$ cat config.mk
export PLATFORM = sky130hd
export DESIGN_NAME = tick_timer_arbiter_flat
export DESIGN_NICKNAME = d
export VERILOG_FILES = /design/src/rtl/tick_timer_arbiter_if.sv /design/src/rtl/tick_timer_arbiter.sv /design/src/flat_wrapper.sv
export SDC_FILE = /design/constraint.sdc
export NUM_CORES = 1
export LEC_CHECK = 0
export CAP_MARGIN = 10
export CORE_ASPECT_RATIO = 2
export CORE_MARGIN = 2
export CORE_UTILIZATION = 55
export CTS_BUF_LIST = sky130_fd_sc_hd__clkbuf_4 sky130_fd_sc_hd__clkbuf_8
export DETAILED_ROUTE_END_ITERATION = 8
export DONT_BUFFER_PORTS = 1
export PLACE_DENSITY = 0.7
export SYNTH_ARGS = -nofsm -noshare
export SYNTH_HDL_FRONTEND = slang
export SYNTH_SLANG_ARGS = --single-unit
$ cat constraint.sdc
create_clock -name clk -period 4.3 [get_ports clk]
set_clock_uncertainty 0.1 [all_clocks]
set_input_delay 0.86 -clock clk [delete_from_list [all_inputs] [get_ports clk]]
set_output_delay 0.86 -clock clk [all_outputs]
set_load 0.02 [all_outputs]
$ cat src/rtl/tick_timer_arbiter_if.sv
// rtl/tick_timer_arbiter_if.sv - requester/timer bundle between client FSMs and the shared tick timer
interface tick_timer_arbiter_if #(
   parameter int NUM_REQ     = 4,
   parameter int DELAY_WIDTH = 10
);
   logic [NUM_REQ-1:0]             req;
   logic [NUM_REQ*DELAY_WIDTH-1:0] delay;
   logic [NUM_REQ-1:0]             grant;
   logic [NUM_REQ-1:0]             done;
   logic                           busy;
   logic [DELAY_WIDTH-1:0]         remaining;

   modport master (
      output req, delay,
      input  grant, done, busy, remaining
   );

   modport slave (
      input  req, delay,
      output grant, done, busy, remaining
   );
endinterface

$ cat src/rtl/tick_timer_arbiter.sv
// rtl/tick_timer_arbiter.sv - round-robin sharing of one prescaled tick countdown timer
module tick_timer_arbiter #(
   parameter int NUM_REQ        = 4,
   parameter int DELAY_WIDTH    = 10,
   parameter int PRESCALE       = 1000,
   parameter int PRESCALE_WIDTH = 10
) (
   input  logic                 clk,
   input  logic                 rst,
   tick_timer_arbiter_if.slave  bus
);
   localparam int IDX_W = $clog2(NUM_REQ);

   typedef enum logic [1:0] {IDLE, RUN, DONE} state_t;

   state_t                    state_q;
   logic [NUM_REQ-1:0]        grant_q;
   logic [NUM_REQ-1:0]        done_q;
   logic                      busy_q;
   logic [DELAY_WIDTH-1:0]    remaining_q;
   logic [PRESCALE_WIDTH-1:0] presc_q;
   logic [IDX_W-1:0]          last_q;

   logic                      win_found;
   logic [IDX_W-1:0]          last_d;
   logic [DELAY_WIDTH-1:0]    remaining_d;
   logic                      owner_req;

   function automatic logic [IDX_W-1:0] wrap_idx(input logic [IDX_W-1:0] base, input int off);
      logic [IDX_W:0] s;
      s = {1'b0, base} + (IDX_W+1)'(off);
      if (s >= (IDX_W+1)'(NUM_REQ)) s = s - (IDX_W+1)'(NUM_REQ);
      return s[IDX_W-1:0];
   endfunction

   // Search starts just after the previous winner, so the last owner has lowest priority.
   always_comb begin
      win_found = 1'b0;
      last_d    = last_q;
      for (int k = 1; k <= NUM_REQ; k++) begin
         if (!win_found && bus.req[wrap_idx(last_q, k)]) begin
            win_found = 1'b1;
            last_d    = wrap_idx(last_q, k);
         end
      end
   end

   always_comb begin
      remaining_d = '0;
      for (int i = 0; i < NUM_REQ; i++) begin
         if (last_d == IDX_W'(i)) remaining_d = bus.delay[i*DELAY_WIDTH +: DELAY_WIDTH];
      end
   end

   assign owner_req = |(bus.req & grant_q);

   always_ff @(posedge clk) begin
      if (rst) begin
         state_q     <= IDLE;
         grant_q     <= '0;
         done_q      <= '0;
         busy_q      <= 1'b0;
         remaining_q <= '0;
         presc_q     <= '0;
         last_q      <= IDX_W'(NUM_REQ - 1);
      end else begin
         done_q <= '0;
         case (state_q)
            IDLE: begin
               if (win_found) begin
                  state_q     <= RUN;
                  grant_q     <= NUM_REQ'(1) << last_d;
                  busy_q      <= 1'b1;
                  remaining_q <= remaining_d;
                  presc_q     <= '0;
                  last_q      <= last_d;
               end
            end
            RUN: begin
               if (!owner_req) begin
                  state_q     <= IDLE;
                  grant_q     <= '0;
                  busy_q      <= 1'b0;
                  remaining_q <= '0;
               end else if (remaining_q == '0) begin
                  state_q <= DONE;
                  done_q  <= grant_q;
               end else if (presc_q == PRESCALE_WIDTH'(PRESCALE - 1)) begin
                  presc_q     <= '0;
                  remaining_q <= remaining_q - DELAY_WIDTH'(1);
               end else begin
                  presc_q <= presc_q + PRESCALE_WIDTH'(1);
               end
            end
            DONE: begin
               state_q     <= IDLE;
               grant_q     <= '0;
               busy_q      <= 1'b0;
               remaining_q <= '0;
            end
            default: begin
               state_q     <= IDLE;
               grant_q     <= '0;
               busy_q      <= 1'b0;
               remaining_q <= '0;
            end
         endcase
      end
   end

   assign bus.grant     = grant_q;
   assign bus.done      = done_q;
   assign bus.busy      = busy_q;
   assign bus.remaining = remaining_q;
endmodule

$ cat src/flat_wrapper.sv
// flat-port wrapper written by rule: the top's interface ports become plain ports
module tick_timer_arbiter_flat 
#(
   parameter int NUM_REQ        = 4,
   parameter int DELAY_WIDTH    = 10,
   parameter int PRESCALE       = 1000,
   parameter int PRESCALE_WIDTH = 10
)
  (clk, rst, bus_req, bus_delay, bus_grant, bus_done, bus_busy, bus_remaining);
  tick_timer_arbiter_if #(.NUM_REQ(NUM_REQ), .DELAY_WIDTH(DELAY_WIDTH)) bus_i ();
  input  logic clk;
  input  logic rst;
  input wire logic [$bits(bus_i.req)-1:0] bus_req;
  input wire logic [$bits(bus_i.delay)-1:0] bus_delay;
  output wire logic [$bits(bus_i.grant)-1:0] bus_grant;
  output wire logic [$bits(bus_i.done)-1:0] bus_done;
  output wire logic [$bits(bus_i.busy)-1:0] bus_busy;
  output wire logic [$bits(bus_i.remaining)-1:0] bus_remaining;
  assign bus_i.req = bus_req;
  assign bus_i.delay = bus_delay;
  assign bus_grant = bus_i.grant;
  assign bus_done = bus_i.done;
  assign bus_busy = bus_i.busy;
  assign bus_remaining = bus_i.remaining;
  tick_timer_arbiter #(.NUM_REQ(NUM_REQ), .DELAY_WIDTH(DELAY_WIDTH), .PRESCALE(PRESCALE), .PRESCALE_WIDTH(PRESCALE_WIDTH)) u_core (.clk(clk), .rst(rst), .bus(bus_i));
endmodule
**Yosys cells after proc, flatten, opt, wreduce, memory -nomap -nowiden**

Cells that the tools add are included.

- Flip-flop bits (word level): 33
- Word-level logic and storage cells: 103
- Output and inout bits: 19

- Order comparisons: 8
- Shift operators: 1
- Equality and inequality tests: 12
- Muxes and demuxes: 44
- Reduce and logical (&&, ||, !) cells: 17
- Bitwise gates (word level): 4
- Add/sub/neg operators: 10

Operator list:

| kind | count |
|---|---|
| two-way mux 10 bit | 12 |
| case mux 10 bit (2 select lines) | 2 |
| two-way mux 2 bit | 11 |
| greater-or-equal comparator 3 bit (second input constant) | 4 |
| less-than comparator 2 x 3 -> 1 bit (second input constant) | 4 |
| adder 10 x 1 -> 10 bit (second input constant) | 1 |
| equality test 10 bit (second input constant) | 1 |
| logical NOT 10 bit | 1 |
| two-way mux 1 bit | 10 |
| subtractor 10 x 1 -> 10 bit (second input constant) | 1 |
| inequality test 3 bit (second input constant) | 3 |
| binary-select mux 1 bit (select 2 bit) | 4 |
| two-way mux 4 bit | 2 |
| case mux 4 bit (2 select lines) | 1 |
| OR reduction 4 bit | 2 |
| subtractor 2 x 1 -> 2 bit (second input constant) | 4 |
| adder 2 x 2 -> 3 bit (second input constant) | 2 |
| AND reduction 2 bit | 3 |
| AND 4 bit | 1 |
| equality test 2 x 1 -> 1 bit (second input constant) | 2 |
| equality test 2 bit (second input constant) | 2 |
| logical NOT 2 bit | 2 |
| inequality test 2 x 1 -> 1 bit (second input constant) | 2 |
| inequality test 2 bit (second input constant) | 2 |
| other kinds (11) | 17 |

**Logic depth before layout (Yosys ltp)**

- Depth in word-level cells: 22
- Depth in mapped cells: 10

**Least setup slack after synthesis**

No wires, ideal clock.

- Path type: input to register
- From: input bus_req[1]
- To: register u_core.remaining_q[1] (netlist: u_core.bus.remaining[1])
- Path buffers: 2
- Arrival time: 2.437 ns
- Setup slack: 1.643 ns
- Stages on the path: 8
- Required time: 4.080 ns
- Path through: clkbuf_1 -> nand2b_1 -> a21oi_1 -> nor3_1 -> clkbuf_1 -> mux2i_1 -> a211oi_1 -> a211o_1

- Word-level cells in the longest chain between the ends: 19
- Elaborated cells on any way between the ends: 39
- Classes of those cells: eq/ne (6); mux (23); bitwise (1); reduce/logical (9)

RTL lines:

| what | line | RTL |
|---|---|---|
| start: declaration | flat_wrapper.sv:13 | `input wire logic [$bits(bus_i.req)-1:0] bus_req;` |
| binary-select mux 1 bit (select 2 bit) | tick_timer_arbiter.sv:41 | `if (!win_found && bus.req[wrap_idx(last_q, k)]) begin` |
| two-way mux 1 bit (not written as such) | tick_timer_arbiter.sv:41 |  |
| two-way mux 1 bit | tick_timer_arbiter.sv:41 |  |
| logical NOT 1 bit | tick_timer_arbiter.sv:41 |  |
| logical AND 1 bit | tick_timer_arbiter.sv:41 |  |
| two-way mux 1 bit | tick_timer_arbiter.sv:41 |  |
| logical NOT 1 bit | tick_timer_arbiter.sv:41 |  |
| logical AND 1 bit | tick_timer_arbiter.sv:41 |  |
| two-way mux 1 bit | tick_timer_arbiter.sv:41 |  |
| logical NOT 1 bit | tick_timer_arbiter.sv:41 |  |
| logical AND 1 bit | tick_timer_arbiter.sv:41 |  |
| two-way mux 2 bit | tick_timer_arbiter.sv:41 |  |
| logical NOT 2 bit | tick_timer_arbiter.sv:51 | `if (last_d == IDX_W'(i)) remaining_d = bus.delay[i*DELAY_WIDTH +: DELAY_WIDTH];` |
| two-way mux 10 bit (4 in series) | tick_timer_arbiter.sv:51 |  |
| two-way mux 10 bit | tick_timer_arbiter.sv:70 | `if (win_found) begin` |
| case mux 10 bit (2 select lines) | tick_timer_arbiter.sv:68 | `case (state_q)` |
| end signal: assignment | tick_timer_arbiter.sv:74 | `remaining_q <= remaining_d;` |
| end signal: assignment | tick_timer_arbiter.sv:90 | `remaining_q <= remaining_q - DELAY_WIDTH'(1);` |
| end: declaration | tick_timer_arbiter.sv:20 | `logic [DELAY_WIDTH-1:0] remaining_q;` |

Several ways; a longest one is shown, not always the timed one. The select of a mux whose other input is x is not followed.
A chain may end at the register's enable or synchronous reset.

**Worst setup path after layout**

- From: register u_core.remaining_q[0] (netlist: u_core.bus.remaining[0])
- To: register u_core.presc_q[7]

- Word-level cells in the longest chain between the ends: 3

RTL lines:

| what | line | RTL |
|---|---|---|
| logical NOT 10 bit | tick_timer_arbiter.sv:85 | `end else if (remaining_q == '0) begin` |
| inequality test 2 bit (no source line) | n/a |  |
| AND reduction 4 bit (no source line) | n/a |  |
| end signal: assignment | tick_timer_arbiter.sv:92 | `presc_q <= presc_q + PRESCALE_WIDTH'(1);` |
| end: declaration | tick_timer_arbiter.sv:21 | `logic [PRESCALE_WIDTH-1:0] presc_q;` |

Every way passes these cells.

==> impl_metrics.json <==
{
  "synth-seq-cells": 33,
  "endpoint": "u_core.presc_q[7]",
  "grt_overflow": 0,
  "drv_slew": 0,
  "numPortBuffers": 0,
  "io-pin-count": 65,
  "startpoint": "u_core.bus.remaining[0]",
  "wl_met1_um": 1880,
  "highest_layer": "met4",
  "drt_iter0_drc": 48,
  "grt_max_degree": 21,
  "power.leakage_nw": 0.743,
  "die_h_um": 88.8,
  "n_antenna_cell": 0,
  "viasPerCell": 6.29,
  "yosys.area_share.xor_xnor_pct": 3.10,
  "path_depth": 8,
  "crit_type": "reg2reg",
  "synth_area_um2": 1980,
  "cpMaxStageDelayCell": "or3b_2",
  "antenna_left": 0,
  "synth-compound-area-share_pct": 25.5,
  "initial_utilization_pct": 57.9,
  "r2r_cells": 8,
  "status": "completed",
  "max_slew_margin_pct": 23.3,
  "fp-row-count": 30,
  "hold_ws_ns": 0.382,
  "async_flop_share_pct": 0,
  "cts_root_buf": "clkbuf_8",
  "cp_num_buf_inv": 1,
  "rsz0062_at_grt": "false",
  "wl_met3_um": 281,
  "muxShareOfSynthArea_pct": 4.55,
  "crit_chain": "inv_1, ha_1, or3b_2, or4_4, a22o_4, o22a_1, nand3b_1, o31ai_1",
  "worstHoldPathType": "reg2reg",
  "hold_buffers": 0,
  "drcViolationCount": 0,
  "hold_viol": 0,
  "crit_fanout": 10,
  "setup_tns_ns": 0,
  "hpwl_um": 4030,
  "path_clk_slew_ns": 0.07,
  "period_needed_ns": 2.76,
  "cp-end-kind": "flip-flop",
  "cts_tree": "built",
  "grt.total_usage_pct": 26.7,
  "place_area_um2": 1990,
  "firstDrtPassIters": 4,
  "htreeDepth": 2,
  "maxCapViolations": 0,
  "critPathLaunchType": "flip-flop",
  "rr_endpoint": "u_core.presc_q[7]",
  "syn_to_final_growth_pct": 5.56,
  "clockBufferDepth": 2,
  "final_nets": 297,
  "via_count": 1874,
  "yosysSeqAreaShare_pct": 33.4,
  "syn_area_per_cell_um2": 7.79,
  "worstReg2RegStart": "u_core.bus.remaining[0]",
  "numCtsBuffers": 5,
  "cpLargestDelayFamily": "simple AND/OR/NAND/NOR gates",
  "clock_sinks": 33,
  "cts_resized": 0,
  "finalCritPeriodShare_pct": 64.1,
  "power_density_nw_per_um2": 421,
  "r2r_slack_ns": 1.54,
  "yosysWarnings": 0,
  "drive_above_1_share_pct": 6.80,
  "grt_pass1_wl_um": 7860,
  "drt-total-wl_um": 5150,
  "post_drt_wl_per_cell_um": 17.3,
  "syn_nets": 302,
  "critPathMaxStageDelay_ns": 0.51,
  "arrival_ns": 2.86,
  "final_cell_area_um2": 2090,
  "synth_flop_cell": "dfxtp_1",
  "synthCells": 254,
  "ir_drop_mv": 0.256,
  "postCtsSetupRepairBufs": 0,
  "max_freq_mhz": 363,
  "clk_latency_ns": 0.29,
  "synth_edf_count": 0,
  "globalplace.congestion": 0.825,
  "setup_viol": 0,
  "die-width_um": 46.4,
  "ys_types": 47,
  "coreArea_um2": 3420,
  "synthAdderAreaFrac_pct": 1.26,
  "die-area_um2": 4120,
  "synth-simple-area-share_pct": 27.9,
  "first_global_vias": 1728,
  "required_ns": 4.40,
  "wl_met2_um": 2850,
  "antenna_found_initial": 0,
  "synth_top_family_by_area": "simple AND/OR/NAND/NOR gates",
  "tightest_slew_ns": 1.14
}
==> through the flow <==
stage | power, mW | instances | setup WS [ns] | util [%]
floorplan | 0.586 | 254 | 1.64 | -
global placement | 0.626 | 290 | 1.51 | 58.2
detailed placement | 0.629 | 290 | 1.50 | 58.2
CTS | 0.885 | 298 | 1.55 | 61.2
global route | 0.931 | 298 | 1.26 | 61.2
finish | 0.881 | 298 | 1.54 | 61.2
==> worst min-delay path, cell delays in order, from the launching register on <==
cell     delay (ns)
dfxtp_1        0.33
nand2_1        0.06
a21oi_1        0.05
==> how the worst min path moves through the flow <==
stage	start	to	slack (ns)	cells past startpoint
3_3_place_gp	u_core.presc_q[1]	u_core.presc_q[1]	0.36	2
2_1_floorplan	u_core.presc_q[1]	u_core.presc_q[1]	0.35	2
6_report	u_core.presc_q[1]	u_core.presc_q[1]	0.38	2
3_5_place_dp	u_core.presc_q[1]	u_core.presc_q[1]	0.37	2
5_1_grt	u_core.presc_q[1]	u_core.presc_q[1]	0.42	2
4_1_cts	u_core.presc_q[1]	u_core.presc_q[1]	0.38	2
==> power by group <==
part,switching [mW],internal [mW],leakage (nW)
sequential,0.0684,0.334,0.270
clock,0.114,0.145,0.0542
combinational,0.127,0.0927,0.419
total,0.310,0.571,0.743
==> cells in the mapped netlist (4+ instances only) <==
cell / count / area share (%)
nor2_1: 29 / 5.5
dfxtp_1: 33 / 33
a21oi_1: 18 / 4.6
a211o_1: 11 / 4.9
mux2i_1: 9 / 4.6
nand4_1: 4 / 1.3
xnor2_1: 4 / 1.8
o21ai_0: 22 / 5.6
inv_1: 6 / 1.1
clkbuf_1: 10 / 1.9
nand2b_1: 5 / 1.6
or3_1: 4 / 1.3
nor3_1: 18 / 4.6
nand2_1: 22 / 4.2
and2_1: 4 / 1.3
==> flip-flops by register name, summed over array words and instances (netlist names) <==
| name | flops |
|---|---|
| u_core.bus.done | 4 |
| u_core.last_q | 2 |
| u_core.bus.grant | 4 |
| u_core.presc_q | 10 |
| u_core.state_q | 2 |
| u_core.bus.busy | 1 |
| u_core.bus.remaining | 10 |
==> layout make-up <==
type                            count  area, um^2
Inverter                            6        22.5
Tap cell                           48        60.1
Timing Repair Buffer                1        7.51
Clock inverter                      1        5.00
Clock buffer                        7        96.3
Sequential cell                    33         661
Fill cell                         343        1330
Multi-Input combinational cell    202        1240
==> cell families (layout without fill, tap and decap cells) <==
kind of cell	Yosys count	after routing
flip-flops	33	33
adder cells (fa/ha/maj)	2	2
AND/OR/NAND/NOR	108	108
multiplexers	9	9
XOR/XNOR	7	7
AO/OA/AOI/OAI	76	76
buffers and inverters	19	15
==> placed cells by master (no fill, tap or decap), types with 3 or more instances in the layout <==
| cell | netlist | routed |
|---|---|---|
| dfxtp_1 | 33 | 33 |
| nor2_1 | 29 | 29 |
| nand2_1 | 22 | 22 |
| o21ai_0 | 22 | 22 |
| a21oi_1 | 18 | 18 |
| nor3_1 | 18 | 17 |
| a211o_1 | 11 | 11 |
| mux2i_1 | 9 | 9 |
| clkbuf_8 | 0 | 7 |
| inv_1 | 6 | 6 |
| nand2b_1 | 5 | 5 |
| nand4_1 | 4 | 4 |
| or3_1 | 4 | 4 |
| and2_1 | 4 | 4 |
| xnor2_1 | 4 | 4 |
| nor4_1 | 3 | 3 |
| o22ai_1 | 3 | 3 |
| nand3_1 | 3 | 3 |
| nor3b_1 | 3 | 3 |
| o31ai_1 | 3 | 3 |
| xor2_1 | 3 | 3 |
==> routing by layer <==
layer  GRT usage (%)  vias up
met1            26.9      862
met3            8.16       12
met4            12.2        0
li1                -      936
met2            47.5       64
met5               0        -
Power figures use the tool's default switching activity.
